## config.mk

```make
export PLATFORM = sky130hd
export DESIGN_NAME = ohc_mod_alu
export DESIGN_NICKNAME = d
export VERILOG_FILES = /design/src/rtl/ohc_pkg.sv /design/src/rtl/ohc_encoder.sv /design/src/rtl/ohc_mod_alu.sv
export SDC_FILE = /design/constraint.sdc
export NUM_CORES = 1
export LEC_CHECK = 0
export ABC_CLOCK_PERIOD_IN_PS = 1700
export BUFFER_PORTS_ARGS = -buffer_cell sky130_fd_sc_hd__buf_2
export CAP_MARGIN = 10
export CORE_MARGIN = 5
export CORE_UTILIZATION = 45
export CTS_BUF_LIST = sky130_fd_sc_hd__clkbuf_8
export DETAILED_ROUTE_END_ITERATION = 16
export PLACE_DENSITY = 0.66
export REMOVE_ABC_BUFFERS = 1
export SETUP_SLACK_MARGIN = 0.3
export SLEW_MARGIN = 5
export SYNTH_ARGS = -nofsm -noshare
export SYNTH_HDL_FRONTEND = slang
export SYNTH_SLANG_ARGS = --single-unit
```

## constraint.sdc

```tcl
create_clock -name clk -period 1.7 [get_ports clk]
set_input_delay 0 -clock clk [delete_from_list [all_inputs] [get_ports clk]]
set_output_delay 0 -clock clk [all_outputs]
set_load 0.03 [all_outputs]
```

## src/rtl/ohc_pkg.sv

```systemverilog
// Shared definitions for the one-hot modular ALU: opcode encodings and a
// constant ceil-log2 used to size binary residue fields.
package ohc_pkg;

  localparam logic [1:0] OP_ADD  = 2'b00;
  localparam logic [1:0] OP_SUB  = 2'b01;
  localparam logic [1:0] OP_ACC  = 2'b10;
  localparam logic [1:0] OP_LOAD = 2'b11;

  function automatic int clog2(input int value);
    int r;
    r = 0;
    for (int i = 0; i < 31; i++) begin
      if ((32'd1 << i) < value) r = i + 1;
    end
    return r;
  endfunction

endpackage

```

## src/rtl/ohc_encoder.sv

```systemverilog
// One-hot to binary index conversion with an exactly-one-hot legality flag.
// The index is only meaningful when one_hot is set (it reads 0 for all-zero).
module ohc_encoder
  import ohc_pkg::*;
#(
  parameter  int M = 11,
  localparam int W = clog2(M)
) (
  input  logic [M-1:0] ohc,
  output logic [W-1:0] idx,
  output logic         one_hot
);

  logic any_s;
  logic multi_s;

  // OR-reduce indices of hot bits and flag a second hot bit
  always_comb begin
    any_s   = 1'b0;
    multi_s = 1'b0;
    idx     = '0;
    for (int k = 0; k < M; k++) begin
      multi_s = multi_s | (any_s & ohc[k]);
      any_s   = any_s | ohc[k];
      idx     = idx | ({W{ohc[k]}} & W'(k));
    end
    one_hot = any_s & ~multi_s;
  end

endmodule

```

## src/rtl/ohc_mod_alu.sv

```systemverilog
// Modular arithmetic on one-hot residues: add/sub by rotation, an accumulator,
// and a two-stage valid/ready pipeline with binary conversion in the last stage.
module ohc_mod_alu
  import ohc_pkg::*;
#(
  parameter  int M = 11,
  localparam int W = clog2(M)
) (
  input  logic         clk,
  input  logic         rst_n,
  input  logic         in_valid,
  output logic         in_ready,
  input  logic [1:0]   op,
  input  logic [M-1:0] a,
  input  logic [M-1:0] b,
  output logic         out_valid,
  input  logic         out_ready,
  output logic [M-1:0] out_ohc,
  output logic [W-1:0] out_bin,
  output logic         out_err
);

  // Rotation amounts are residues, always below M, so the complementary
  // shift never goes negative and a zero amount leaves x unchanged.
  function automatic logic [M-1:0] rotl(input logic [M-1:0] x, input logic [W-1:0] n);
    return (x << n) | (x >> (M - int'(n)));
  endfunction

  function automatic logic [M-1:0] rotr(input logic [M-1:0] x, input logic [W-1:0] n);
    return (x >> n) | (x << (M - int'(n)));
  endfunction

  logic [W-1:0] a_idx_s, b_idx_s, s1_idx_s;
  logic         a_ok_s, b_ok_s, s1_ok_s;
  logic [M-1:0] acc_r;
  logic [M-1:0] raw_s, res_s;
  logic         err_s;
  logic         s1_valid_r, s1_err_r;
  logic [M-1:0] s1_ohc_r;
  logic         s2_adv_s, accept_s, acc_wr_s;

  ohc_encoder #(.M(M)) u_enc_a  (.ohc(a),        .idx(a_idx_s),  .one_hot(a_ok_s));
  ohc_encoder #(.M(M)) u_enc_b  (.ohc(b),        .idx(b_idx_s),  .one_hot(b_ok_s));
  ohc_encoder #(.M(M)) u_enc_s2 (.ohc(s1_ohc_r), .idx(s1_idx_s), .one_hot(s1_ok_s));

  // Ready depends only on stage occupancy and out_ready, never on in_valid
  assign s2_adv_s = !out_valid || out_ready;
  assign in_ready = !s1_valid_r || s2_adv_s;
  assign accept_s = in_valid && in_ready;
  assign acc_wr_s = accept_s && !err_s && ((op == OP_ACC) || (op == OP_LOAD));

  // Operation select and legality; an illegal request yields a zero residue
  always_comb begin
    raw_s = '0;
    err_s = 1'b0;
    case (op)
      OP_ADD: begin
        raw_s = rotl(a, b_idx_s);
        err_s = !a_ok_s || !b_ok_s;
      end
      OP_SUB: begin
        raw_s = rotr(a, b_idx_s);
        err_s = !a_ok_s || !b_ok_s;
      end
      OP_ACC: begin
        raw_s = rotl(acc_r, a_idx_s);
        err_s = !a_ok_s;
      end
      OP_LOAD: begin
        raw_s = a;
        err_s = !a_ok_s;
      end
      default: begin
        raw_s = '0;
        err_s = 1'b1;
      end
    endcase
    res_s = err_s ? '0 : raw_s;
  end

  // Accumulator updates at the input handshake so ACC requests chain freely
  always_ff @(posedge clk or negedge rst_n) begin
    if (!rst_n) begin
      acc_r <= {{(M-1){1'b0}}, 1'b1};
    end else if (acc_wr_s) begin
      acc_r <= res_s;
    end
  end

  // Stage 1: one-hot result and error flag
  always_ff @(posedge clk or negedge rst_n) begin
    if (!rst_n) begin
      s1_valid_r <= 1'b0;
      s1_ohc_r   <= '0;
      s1_err_r   <= 1'b0;
    end else if (in_ready) begin
      s1_valid_r <= in_valid;
      if (in_valid) begin
        s1_ohc_r <= res_s;
        s1_err_r <= err_s;
      end
    end
  end

  // Stage 2: registered outputs, held while the consumer stalls
  always_ff @(posedge clk or negedge rst_n) begin
    if (!rst_n) begin
      out_valid <= 1'b0;
      out_ohc   <= '0;
      out_bin   <= '0;
      out_err   <= 1'b0;
    end else if (s2_adv_s) begin
      out_valid <= s1_valid_r;
      if (s1_valid_r) begin
        out_ohc <= s1_ohc_r;
        out_bin <= s1_ok_s ? s1_idx_s : '0;
        out_err <= s1_err_r;
      end
    end
  end

endmodule

```

==> results.md, run 1 <==
- Drt total wl: 19100 microns
- R2r setup slk: -250 ps
- Initial antenna violation count: 0
- WL/cell: 21.4 microns
- Inst Count DP: 845
- Reg2Reg Launch Point: acc_r[2]
- Sw Ratio: 33.2%
- I/O Buffers: 45
- Average size of a mapped cell: 7.48 sq um
- Synth area leaders: dfrtp_1, a21oi_1, nand2_1, nor2_1, mux2_2
- Die Ht: 106 microns
- Final worst slack: -270 ps
- Post-synth EDFFs: 0
- Area share of fa/ha/maj cells after synthesis: 1.56%
- Post-layout instance area: 0.00693 sq mm
- Largest family of logic cells by synthesized area: compound AO/OA/AOI/OAI gates
- Seq pwr share: 34.8%
- Post-synth top cells: nand2_1, a21oi_1, nor2_1, dfrtp_1, nor3_1
- Synth Area in XOR/XNOR: 0.420%
- GRT Util Overall: 32.7%
- Layout Nets: 809
- Layout area overhead: 66.2%
- Worst endpoint required time: 1890 ps
- Rel. slew slack: 52.9%
- Via count: 5665
- Yosys top cell by area: dfrtp_1
- Layout cells sized above 1: 53.3%
- Post-DP Area: 0.00566 sq mm
- Int Pwr: 1.94 mW
- DP HPWL: 13800 microns
- First-pass GRT wire length: 29400 microns
- Crit path time final: 1970 ps
- Max-cap violation count: 0
- IO Pins: 46
- Crit path launch: a[1]
- Maximum fanout along the worst path: 5
- Switch Pwr: 966 uW
- Hold Path Depth: 3
- CTS tree: done
- Worst hold margin: 27.4 ps
- Final GP Congestion: 1.01
- Row cnt: 35
- Gate Count Post-Synth: 557
- Worst skew pair latency: 300 ps
- Clock Power Share: 28.7%
- Hold crit path type: input pin to flip-flop
- Simple-gate share of the synthesized area: 26.5%
- Slew @ Worst Pin: 700 ps
- Vias in the first global route: 5413
- Logic pwr share: 36.6%
- Worst setup path endpoint: acc_r[8]
- Die Width: 106 microns
- DRC Markers: 0
- Yosys top cell area share: 24.0%
- Root buffer cell: clkbuf_8
- Synth Cell Area: 0.00417 sq mm
- Register area share after synthesis: 24.6%
- Synth warn: 0
- Outcome: finished with violations
- Die ar.: 0.0113 sq mm
- Critical Path End Type: flip-flop
- Main synth FF type: dfrtp_1
- Distinct cells, synth: 78
- Final worst path period share: 116%
- Final ANT Viol Nets: 0
- Core Util, Final: 75.7%
- Initial core utilization: 45.5%
- Worst r2r dst: s1_ohc_r[0]
- Mux contribution to synthesized area: 8.47%
- Fin. Hold Viols: 0
- Drt pass-1 iters: 6
- Synth Area in Compound Gates: 32.8%
- Fill cells: 682
- RSZ-0062 raised after global routing: yes
- Seq cells post-synth: 41
- H-tree depth: 2
- Gr ovfl total: 0
- Largest net degree at the start of global routing: 42
- R2R cell count: 7
- Final setup viols: 26
- Placeable Area: 0.00915 sq mm
- CTS clk-pin slew, worst paths: 80 ps
- Clock Skews: 6.69 ps
- Slew Viols, Final: 0
- P_leak: 2.98 nW
- CTS sink count: 41
- Ys async rst share: 100%
- Setup crit start kind: input pin
- Data arrival, critical path: 2160 ps
- Worst VDD drop: 0.344 mV
- Mean number of vias per cell: 6.36
- Max Fclk: 508 MHz
- Power per cell area: 420 mW/mm^2
- Failing checks: setup timing
- Max Root-Sink Buffers: 2
- Kind of critical path: input pin to flip-flop
- Count leader, synth: nand2_1
- Iter 0 DRT Violations: 467
- TritonCTS Buffers: 5
- Ant diodes: 0
- Non-filler instance count after layout: 891
## area by class of cell
| cell class | instances | area, sq um | area share, % |
|---|---|---|---|
| Timing Repair Buffer | 252 | 1960 | 28.3 |
| Clock buffer | 6 | 82.6 | 1.19 |
| Inverter | 14 | 55.1 | 0.795 |
| Tap cell | 111 | 139 | 2.01 |
| Clock inverter | 2 | 37.5 | 0.542 |
| Sequential cell | 41 | 1030 | 14.8 |
| Multi-Input combinational cell | 465 | 3630 | 52.4 |
## critical path: stages
cell      delay [ps]
buf_6             90
or4_4            590
nor2_4           190
buf_6            140
buf_6            100
o211ai_1         110
a21bo_2          240
inv_2             40
a221o_1          360
a21oi_2          220
a21oi_2           80
## layout by cell type (no fill, tap or decap), types with 7 or more instances in the layout
| master | count |
|---|---|
| a21oi_1 | 39 |
| a21oi_2 | 20 |
| a22oi_2 | 7 |
| a31oi_1 | 7 |
| buf_2 | 40 |
| buf_4 | 184 |
| buf_6 | 18 |
| dfrtp_1 | 40 |
| inv_1 | 10 |
| mux2_2 | 15 |
| mux2i_1 | 9 |
| nand2_1 | 60 |
| nand2b_1 | 7 |
| nand3_1 | 13 |
| nor2_1 | 42 |
| nor3_1 | 22 |
| nor3_2 | 13 |
| o21ai_0 | 13 |
| o21ai_1 | 14 |
| o21ai_2 | 9 |
## sequential cells by signal, indices dropped and copies added (netlist names)
name,count
out_valid,1
s1_ohc_r,11
out_ohc,11
out_bin,4
acc_r,11
s1_valid_r,1
s1_err_r,1
out_err,1
## how the worst min path moves through the flow
stage / startpoint / to
6_report: out_ready / out_valid
5_1_grt: out_ready / out_valid
4_1_cts: out_ready / out_valid
3_5_place_dp: rst_n / acc_r[6]
3_3_place_gp: rst_n / acc_r[3]
2_1_floorplan: rst_n / acc_r[10]
## stage by stage
step                      TNS [ps]  total power [mW]  setup slack (ps)
final                        -4870              2.91              -270
after CTS                    -4870              2.79              -267
after floorplan             -17890              1.38              -956
after detailed placement    -15670              1.87              -830
after global placement      -14410              1.86              -791
after global routing         -6690              3.03              -330
## cells by family after synthesis
kind of cell    after synthesis
buf+inv                      51
fa+ha+maj                     6
simple gates                221
mux                          32
compound gates              204
flops                        41
xor+xnor                      2
## power groups by stage
stage	Sequential [mW]	Combinational [mW]	Clock (mW)
floorplan	1.03	0.355	0
global placement	1.03	0.836	0
detailed placement	1.03	0.843	0
CTS	1.01	0.944	0.836
global route	1.01	1.13	0.885
finish	1.01	1.06	0.834
## routing by layer
layer | part of all wire, % | vias to the layer above | GRT usage [%] | wire length, microns
met5 | 0 | - | 0 | 0
met4 | 3.9 | 0 | 10.1 | 741
met3 | 6.8 | 66 | 3.04 | 1300
met2 | 49 | 293 | 57.0 | 9310
met1 | 41 | 2739 | 42.7 | 7730
li1 | - | 2567 | - | -
## what timing repair did
action                                 4_1_cts  5_1_grt
buffers inserted                            16       19
endpoints found under the hold margin       41        0
setup endpoints to repair                   27       28
hold buffers                                 2        0
resized for setup                           94       91
cloned                                       1        0
pin swaps                                   49       50
No activity file was read; power rests on OpenSTA's default activity.
==> run 2: changes to the inputs <==
Settings changed: PLACE_DENSITY 0.66 to unset, PLACE_DENSITY_LB_ADDON set to 0.08.
==> run 2 against run 1 <==
  * The flow still finishes with violations (setup timing)
  * Sequential cell count unchanged
  * Sequential share of layout area decreased by 0.067 points
  * Clock power down 0.5%
  * Via count increased by 1.8%
  * Register-to-register slack about the same
  * First-iteration DRC count decreased by 5.4%
  * Total power is 0.52% lower
  * Routed wire length decreased by 0.25%
  * Die area unchanged
  * Fmax fell by 4.0%
  * Hold slack gained 30 ps
  * Largest power group unchanged
==> results.md, run 2 (synthesis gave the netlist of run 1 again) <==
- Layout Nets: 813 (+0.49%)
- Iter 0 DRT Violations: 442 (-5.4%)
- Hold crit path type: input pin to flip-flop
- Fin Setup TNS: -5370 ps (-504 ps)
- Biggest regs: acc_r: 11 flops, out_ohc: 11 flops, s1_ohc_r: 11 flops
- Outcome: finished with violations
- Crit path time final: 2050 ps (+81.8 ps)
- Gr ovfl total: 0 (unchanged)
- Initial core utilization: 45.5% (unchanged)
- Setup crit start kind: input pin
- CTS tree: done
- CTS sink count: 41 (unchanged)
- P_leak: 2.99 nW (+0.40%)
- RSZ-0062 raised after global routing: yes
- Max Root-Sink Buffers: 2 (unchanged)
- Slew @ Worst Pin: 551 ps (-150 ps)
- Slowest stage delay, CP: 590 ps (about the same)
- Root buffer cell: clkbuf_8
- Worst hold margin: 57.9 ps (+30.4 ps)
- Vias in the first global route: 5527 (+2.1%)
- Ant diodes: 0 (unchanged)
- Max-cap violation count: 0 (unchanged)
- Kind of critical path: input pin to flip-flop
- DRC Markers: 0 (unchanged)
- Data arrival, critical path: 2260 ps (+100 ps)
- Worst skew pair latency: 300 ps (about the same)
- Die Ht: 106 microns (unchanged)
- Total Power: 2.89 mW (-0.52%)
- WL/cell: 21.3 microns (-0.69%)
- Crit path buffers/inverters: 3 (-1)
- Final ANT Viol Nets: 0 (unchanged)
- Worst endpoint required time: 1910 ps (+20 ps)
- Worst VDD drop: 0.432 mV (+25%)
- Clock Skews: 6.39 ps (-0.292 ps)
- Layout area overhead: 66.9%
- Fin. Hold Viols: 0 (unchanged)
- Row cnt: 35 (unchanged)
- Critical Path End Type: flip-flop
- Rel. slew slack: 63.0% (+10 points)
- DP HPWL: 13500 microns (-2.0%)
- Commonest non-fill, non-tap cells in the layout: buf_4, nand2_1, nor2_1
- Placeable Area: 0.00915 sq mm (unchanged)
- Die ar.: 0.0113 sq mm (unchanged)
- Final worst path period share: 121% (+4.8 points)
- Slew Viols, Final: 0 (unchanged)
- Crit path cell chain: buf_8 > or4_4 > nor2_4 > buf_6 > buf_6 > nand2_4 > a31o_4 > o21ai_2 > a221oi_1 > a311o_1 > mux2i_1
- Maximum fanout along the worst path: 6 (+1)
- Final worst slack: -352 ps (-81.8 ps)
- Die Width: 106 microns (unchanged)
- Top delay family on crit path: simple AND/OR/NAND/NOR gates
- Initial antenna violation count: 0 (unchanged)
- Most common cell after layout, fill and taps aside: buf_4
- TritonCTS Buffers: 5 (unchanged)
- First-pass GRT wire length: 28800 microns (-2.2%)
- GRT Util Overall: 31.8% (-0.92 points)
- Critical Path Most Common Cell: buf_6
- Failing checks: setup timing
- Layout cells sized above 1: 53.8% (+0.49 points)
- I/O Buffers: 45 (unchanged)
- Final setup viols: 26 (unchanged)
- CTS clk-pin slew, worst paths: 80 ps (about the same)
- Largest net degree at the start of global routing: 35 (-17%)
- Crit-path slowest cell: or4_4
- H-tree depth: 2 (unchanged)
- Power per cell area: 416 mW/mm^2 (-0.97%)
- Max Fclk: 487 MHz (-4.0%)
- IO Pins: 46 (unchanged)
- Via count: 5766 (+1.8%)
- Mean number of vias per cell: 6.44 (+1.3%)
- Final GP Congestion: 1.06 (+4.9%)
- Drt total wl: 19000 microns (-0.25%)
- Drt pass-1 iters: 5 (-1)
[run 2: cell count changes in the layout (fill, tap and decap cells not counted), moves of 3 or more]
cell / change
buf_6: +4
o21ai_1: +7
o21ai_2: -4
nor3_2: +3
[run 2: tightest hold or removal path: stages]
cell and delay (ps):
buf_2 80, nand3b_1 160, nand2b_1 70
[run 2: power breakdown]
| group | internal [mW] | switching [mW] | total, mW |
|---|---|---|---|
| sequential | 0.990 | 0.0223 | 1.01 |
| combinational | 0.467 | 0.585 | 1.05 |
| clock | 0.478 | 0.352 | 0.830 |
| total | 1.93 | 0.960 | 2.89 |
[run 2: per-stage QoR]
step	cells	setup WS [ps]	cell area [sq um]	util, %
floorplan	520	-956	3990	-
global placement	852	-747	5700	62.2
detailed placement	852	-744	5700	62.2
CTS	887	-240	6480	70.8
global route	895	-370	6960	76.0
finish	895	-352	6960	76.0
[run 2: layout make-up]
type | count | area, sq um
multi-input cells | 467 | 3650
fillers | 672 | 2190
repair buffers | 254 | 1970
flip-flops and latches | 41 | 1030
well taps | 111 | 139
clock buffers | 6 | 82.6
inverters | 14 | 55.1
clock inverters | 2 | 37.5
[run 2: what timing repair did]
| item | CTS | global route |
|---|---|---|
| endpoints found under the setup margin | 27 | 35 |
| hold buffers | 3 | 0 |
| setup buffers | 21 | 8 |
| gates resized for setup | 104 | 89 |
| cloned | 3 | 0 |
| endpoints found under the hold margin | 43 | 0 |
| pin swaps | 64 | 46 |
[run 2: layer usage]
| metal | share of wire (%) | vias to the layer above | routed length (microns) | GRT usage, % |
|---|---|---|---|---|
| li1 | - | 2583 | - | - |
| met1 | 40 | 2749 | 7630 | 41.3 |
| met2 | 48 | 354 | 9130 | 54.1 |
| met3 | 7.6 | 80 | 1450 | 3.83 |
| met4 | 4.3 | 0 | 820 | 11.7 |
| met5 | 0 | - | 0 | 0 |
[run 2: worst paths after layout]
| check | cells after the start | to | slack (ps) | start |
|---|---|---|---|---|
| worst max register to register | 7 | s1_ohc_r[0] | -260 | acc_r[2] |
| max in group asynchronous | 3 | acc_r[9] | 960 | rst_n |
| min in group asynchronous | 2 | acc_r[7] | 70 | rst_n |
| worst min-delay path | 3 | s1_valid_r | 60 | out_ready |
| worst max-delay path | 11 | acc_r[7] | -350 | a[5] |
| worst min register to register | 2 | out_bin[0] | 480 | out_bin[0] |
==> run 3: changes to the inputs <==
Settings changed: CELL_PAD_IN_SITES_DETAIL_PLACEMENT set to 1, CELL_PAD_IN_SITES_GLOBAL_PLACEMENT set to 1, CORE_UTILIZATION 45 to 41.
==> run 3 against run 2 <==
  * The flow now stops in 5_1_grt
  * Synthesized area is the same
  * Synthesized cell count is the same
==> results.md, run 3 <==
- DP HPWL: 17600 microns (+30%)
- Stopped at: 5_1_grt
- Synth warn: 0 (unchanged)
- Ys async rst share: 100% (unchanged)
- Count leader, synth: nand2_1
- Row cnt: 36 (+2.9%)
- Area share of fa/ha/maj cells after synthesis: 1.56% (unchanged)
- Synth Area in Compound Gates: 32.8% (unchanged)
- Outcome: aborted with a tool error
- Distinct cells, synth: 78 (unchanged)
- Average size of a mapped cell: 7.48 sq um (unchanged)
- IO Pins: 46 (unchanged)
- Pre-CTS WS: -854 ps (-110 ps)
- GRT Util Overall: 83.4%
- Gr ovfl total: 279
- Worst endpoint after global-route timing repair: acc_r[6]$_DFFE_PN0P_/D
- Simple-gate share of the synthesized area: 26.5% (unchanged)
- H-tree depth: 2 (unchanged)
- Mux contribution to synthesized area: 8.47% (unchanged)
- Synth Area in XOR/XNOR: 0.420% (unchanged)
- TritonCTS Buffers: 5 (unchanged)
- Gate Count Post-Synth: 557 (unchanged)
- I/O Buffers: 45 (unchanged)
- Largest net degree at the start of global routing: 25
- Die Ht: 111 microns (+4.3%)
- Die Width: 111 microns (+4.3%)
- Root buffer cell: clkbuf_8
- Post-synth top cells: nand2_1, a21oi_1, nor2_1, dfrtp_1, nor3_1
- Initial core utilization: 42.3% (-3.3 points)
- Synth area leaders: dfrtp_1, a21oi_1, nand2_1, nor2_1, mux2_2
- Inst Count DP: 892 (+4.7%)
- Post-DP Area: 0.00588 sq mm (+3.3%)
- CTS sink count: 41 (unchanged)
- Max Root-Sink Buffers: 2 (unchanged)
- Register area share after synthesis: 24.6% (unchanged)
- Yosys top cell area share: 24.0% (unchanged)
- Post-synth EDFFs: 0 (unchanged)
- First Error: [ERROR GRT-0232] Routing congestion too high. Check the congestion heatmap in the GUI.
- Yosys top cell by area: dfrtp_1
- Seq cells post-synth: 41 (unchanged)
- Synth Cell Area: 0.00417 sq mm (unchanged)
- Worst endpoint type: sequential cell input
- Final GP Congestion: 1.00 (-5.3%)
- Main synth FF type: dfrtp_1
- Largest family of logic cells by synthesized area: compound AO/OA/AOI/OAI gates
run 3: logic make-up after synthesis:
group | after synthesis
and+or+nand+nor | 221
AOI/OAI and AO/OA | 204
buffers and inverters | 51
DFF | 41
muxes | 32
adders and majority gates | 6
xor gates and xnor gates | 2
run 3: routing by layer:
layer / global-route usage (%) / overflow
met5: 27.5 / 0
met1: 82.9 / 1
met3: 71.2 / 5
met4: 85.7 / 106
met2: 97.2 / 167
run 3: metrics by stage:
stage	utilization (%)	hold slack [ps]
after CTS	69.6	68.0
after detailed placement	59.6	17.6
after global placement	59.6	1.89
after floorplan	-	-296
run 3: repair_timing:
action	in CTS
pin swaps	61
hold buffers	3
setup endpoints to repair	27
hold endpoints to repair	23
resized for setup	149
cloned	2
setup buffers	24
==> run 4: changes to the inputs <==
Settings changed: ABC_CLOCK_PERIOD_IN_PS 1700 to 2210, CELL_PAD_IN_SITES_DETAIL_PLACEMENT 1 to unset, CELL_PAD_IN_SITES_GLOBAL_PLACEMENT 1 to unset, CORE_UTILIZATION 41 to 30, CTS_BUF_LIST sky130_fd_sc_hd__clkbuf_8 to unset, PLACE_DENSITY_LB_ADDON 0.08 to 0.15, SETUP_SLACK_MARGIN 0.3 to unset.
Clock period 1.7 ns to 2.21 ns, I/O delays scaled along.
==> run 4 against run 3 <==
  * The flow now finishes without violations
==> results.md, run 4 (synthesis gave the netlist of run 1 again) <==
- R2r setup slk: 90 ps
- Power per cell area: 406 mW/mm^2
- Placeable Area: 0.0138 sq mm
- Layout cells sized above 1: 33.5%
- IO Pins: 46 (unchanged)
- Data arrival, critical path: 2280 ps
- Worst hold margin: 17.7 ps
- Mean number of vias per cell: 5.66
- Rel. slew slack: 38.0%
- Die ar.: 0.0163 sq mm
- CTS clk-pin slew, worst paths: 60 ps
- Die Width: 128 microns (+15%)
- Final setup viols: 0
- Commonest non-fill, non-tap cells in the layout: buf_4, nand2_1, a21oi_1
- Layout area overhead: 38.5%
- Drt pass-1 iters: 5
- Kind of critical path: input pin to flip-flop
- Setup crit start kind: input pin
- GRT Util Overall: 21.7%
- Outcome: finished, final reports clean
- DP HPWL: 14400 microns (-18%)
- Critical Path End Type: flip-flop
- Via count: 5067
- Max Root-Sink Buffers: 2 (unchanged)
- Ant diodes: 0
- I/O Buffers: 45 (unchanged)
- Vias in the first global route: 5145
- Row cnt: 43 (+19%)
- Most common cell after layout, fill and taps aside: buf_4
- Fin. Hold Viols: 0
- Largest net degree at the start of global routing: 42
- TritonCTS Buffers: 5 (unchanged)
- Worst VDD drop: 0.268 mV
- CTS tree: done
- Root buffer cell: clkbuf_16
- RSZ-0062 raised after global routing: no
- Iter 0 DRT Violations: 377
- Layout Nets: 745
- Post-CTS Setup Inserts: 0 (-100%)
- Slew Viols, Final: 0
- Final GP Congestion: 0.971 (-3.3%)
- DRC Markers: 0
- Crit path cell chain: buf_2 > nor3_1 > nand2_1 > mux2i_1 > mux2i_1 > a221oi_1 > a22oi_1 > a311oi_2 > buf_4 > o21ai_1
- Initial core utilization: 30.3% (-12 points)
- Core Util, Final: 41.9%
- First-pass GRT wire length: 28300 microns
- Initial antenna violation count: 0
- Worst skew pair latency: 280 ps
- Final worst path period share: 95.9%
- Crit path time final: 2120 ps
- Worst endpoint required time: 2370 ps
- Biggest regs: acc_r: 11 flops, out_ohc: 11 flops, s1_ohc_r: 11 flops
- Hold crit path type: input pin to flip-flop
- Clock Skews: 6.89 ps
- Crit-path slowest cell: mux2i_1
- H-tree depth: 2 (unchanged)
- Die Ht: 128 microns (+15%)
- Maximum fanout along the worst path: 4
- WL/cell: 19.7 microns
- Slew @ Worst Pin: 931 ps
- Max-cap violation count: 0
- CTS sink count: 41 (unchanged)
- Drt total wl: 17700 microns
- Critical Path Most Common Cell: mux2i_1
- Gr ovfl total: 0
- Slowest stage delay, CP: 450 ps
- Final ANT Viol Nets: 0
- P_leak: 2.54 nW
- Max Fclk: 472 MHz
run 4: final timing paths:
| check | start | endpoint | cells past startpoint |
|---|---|---|---|
| max | a[2] | s1_ohc_r[6] | 10 |
| min | out_ready | out_valid | 3 |
| max reg2reg | acc_r[7] | acc_r[7] | 8 |
| min reg2reg | out_bin[1] | out_bin[1] | 2 |
| max in group asynchronous | rst_n | s1_ohc_r[6] | 2 |
| min in group asynchronous | rst_n | out_ohc[6] | 2 |
run 4: final cells by class:
class / count / area (sq um)
clock buffers: 5 / 125
flip-flops and latches: 41 / 1030
inverters: 14 / 52.6
repair buffers: 188 / 1340
fillers: 1482 / 8000
clock inverters: 3 / 65.1
multi-input cells: 465 / 2940
well taps: 180 / 225
run 4: what timing repair did:
item,in CTS,in global routing
hold endpoints to repair,41,0
endpoints found under the setup margin,0,7
gates resized for setup,0,5
hold buffers,2,0
run 4: per-stage QoR:
step	total power [mW]	cell area (sq um)	TNS, ps	setup slack [ps]	std cells
3_3_place_gp	1.41	5530	-1990	-302	886
2_1_floorplan	1.06	3990	-6500	-446	520
5_1_grt	2.45	5770	0	9.62	896
6_report	2.34	5770	0	90.7	896
4_1_cts	2.35	5740	0	81.4	896
3_5_place_dp	1.41	5530	-1740	-212	886
run 4: per-layer routing:
metal,vias to the layer above,track usage [%],share of wire (%)
met3,33,2.83,6.0
met2,190,36.4,48
li1,2430,-,-
met4,0,7.12,3.0
met1,2414,28.8,43
met5,-,0,0
run 4: critical path, delay by kind of cell:
| kind | cells | cell delay [ps] |
|---|---|---|
| mux | 2 | 630 |
| simple gates | 2 | 540 |
| buf+inv | 2 | 300 |
| compound gates | 4 | 790 |
run 4: power breakdown:
part / internal (mW) / total [mW] / switching, mW
registers: 0.763 / 0.780 / 0.0169
logic: 0.266 / 0.636 / 0.371
clock network: 0.645 / 0.925 / 0.281
total: 1.67 / 2.34 / 0.669
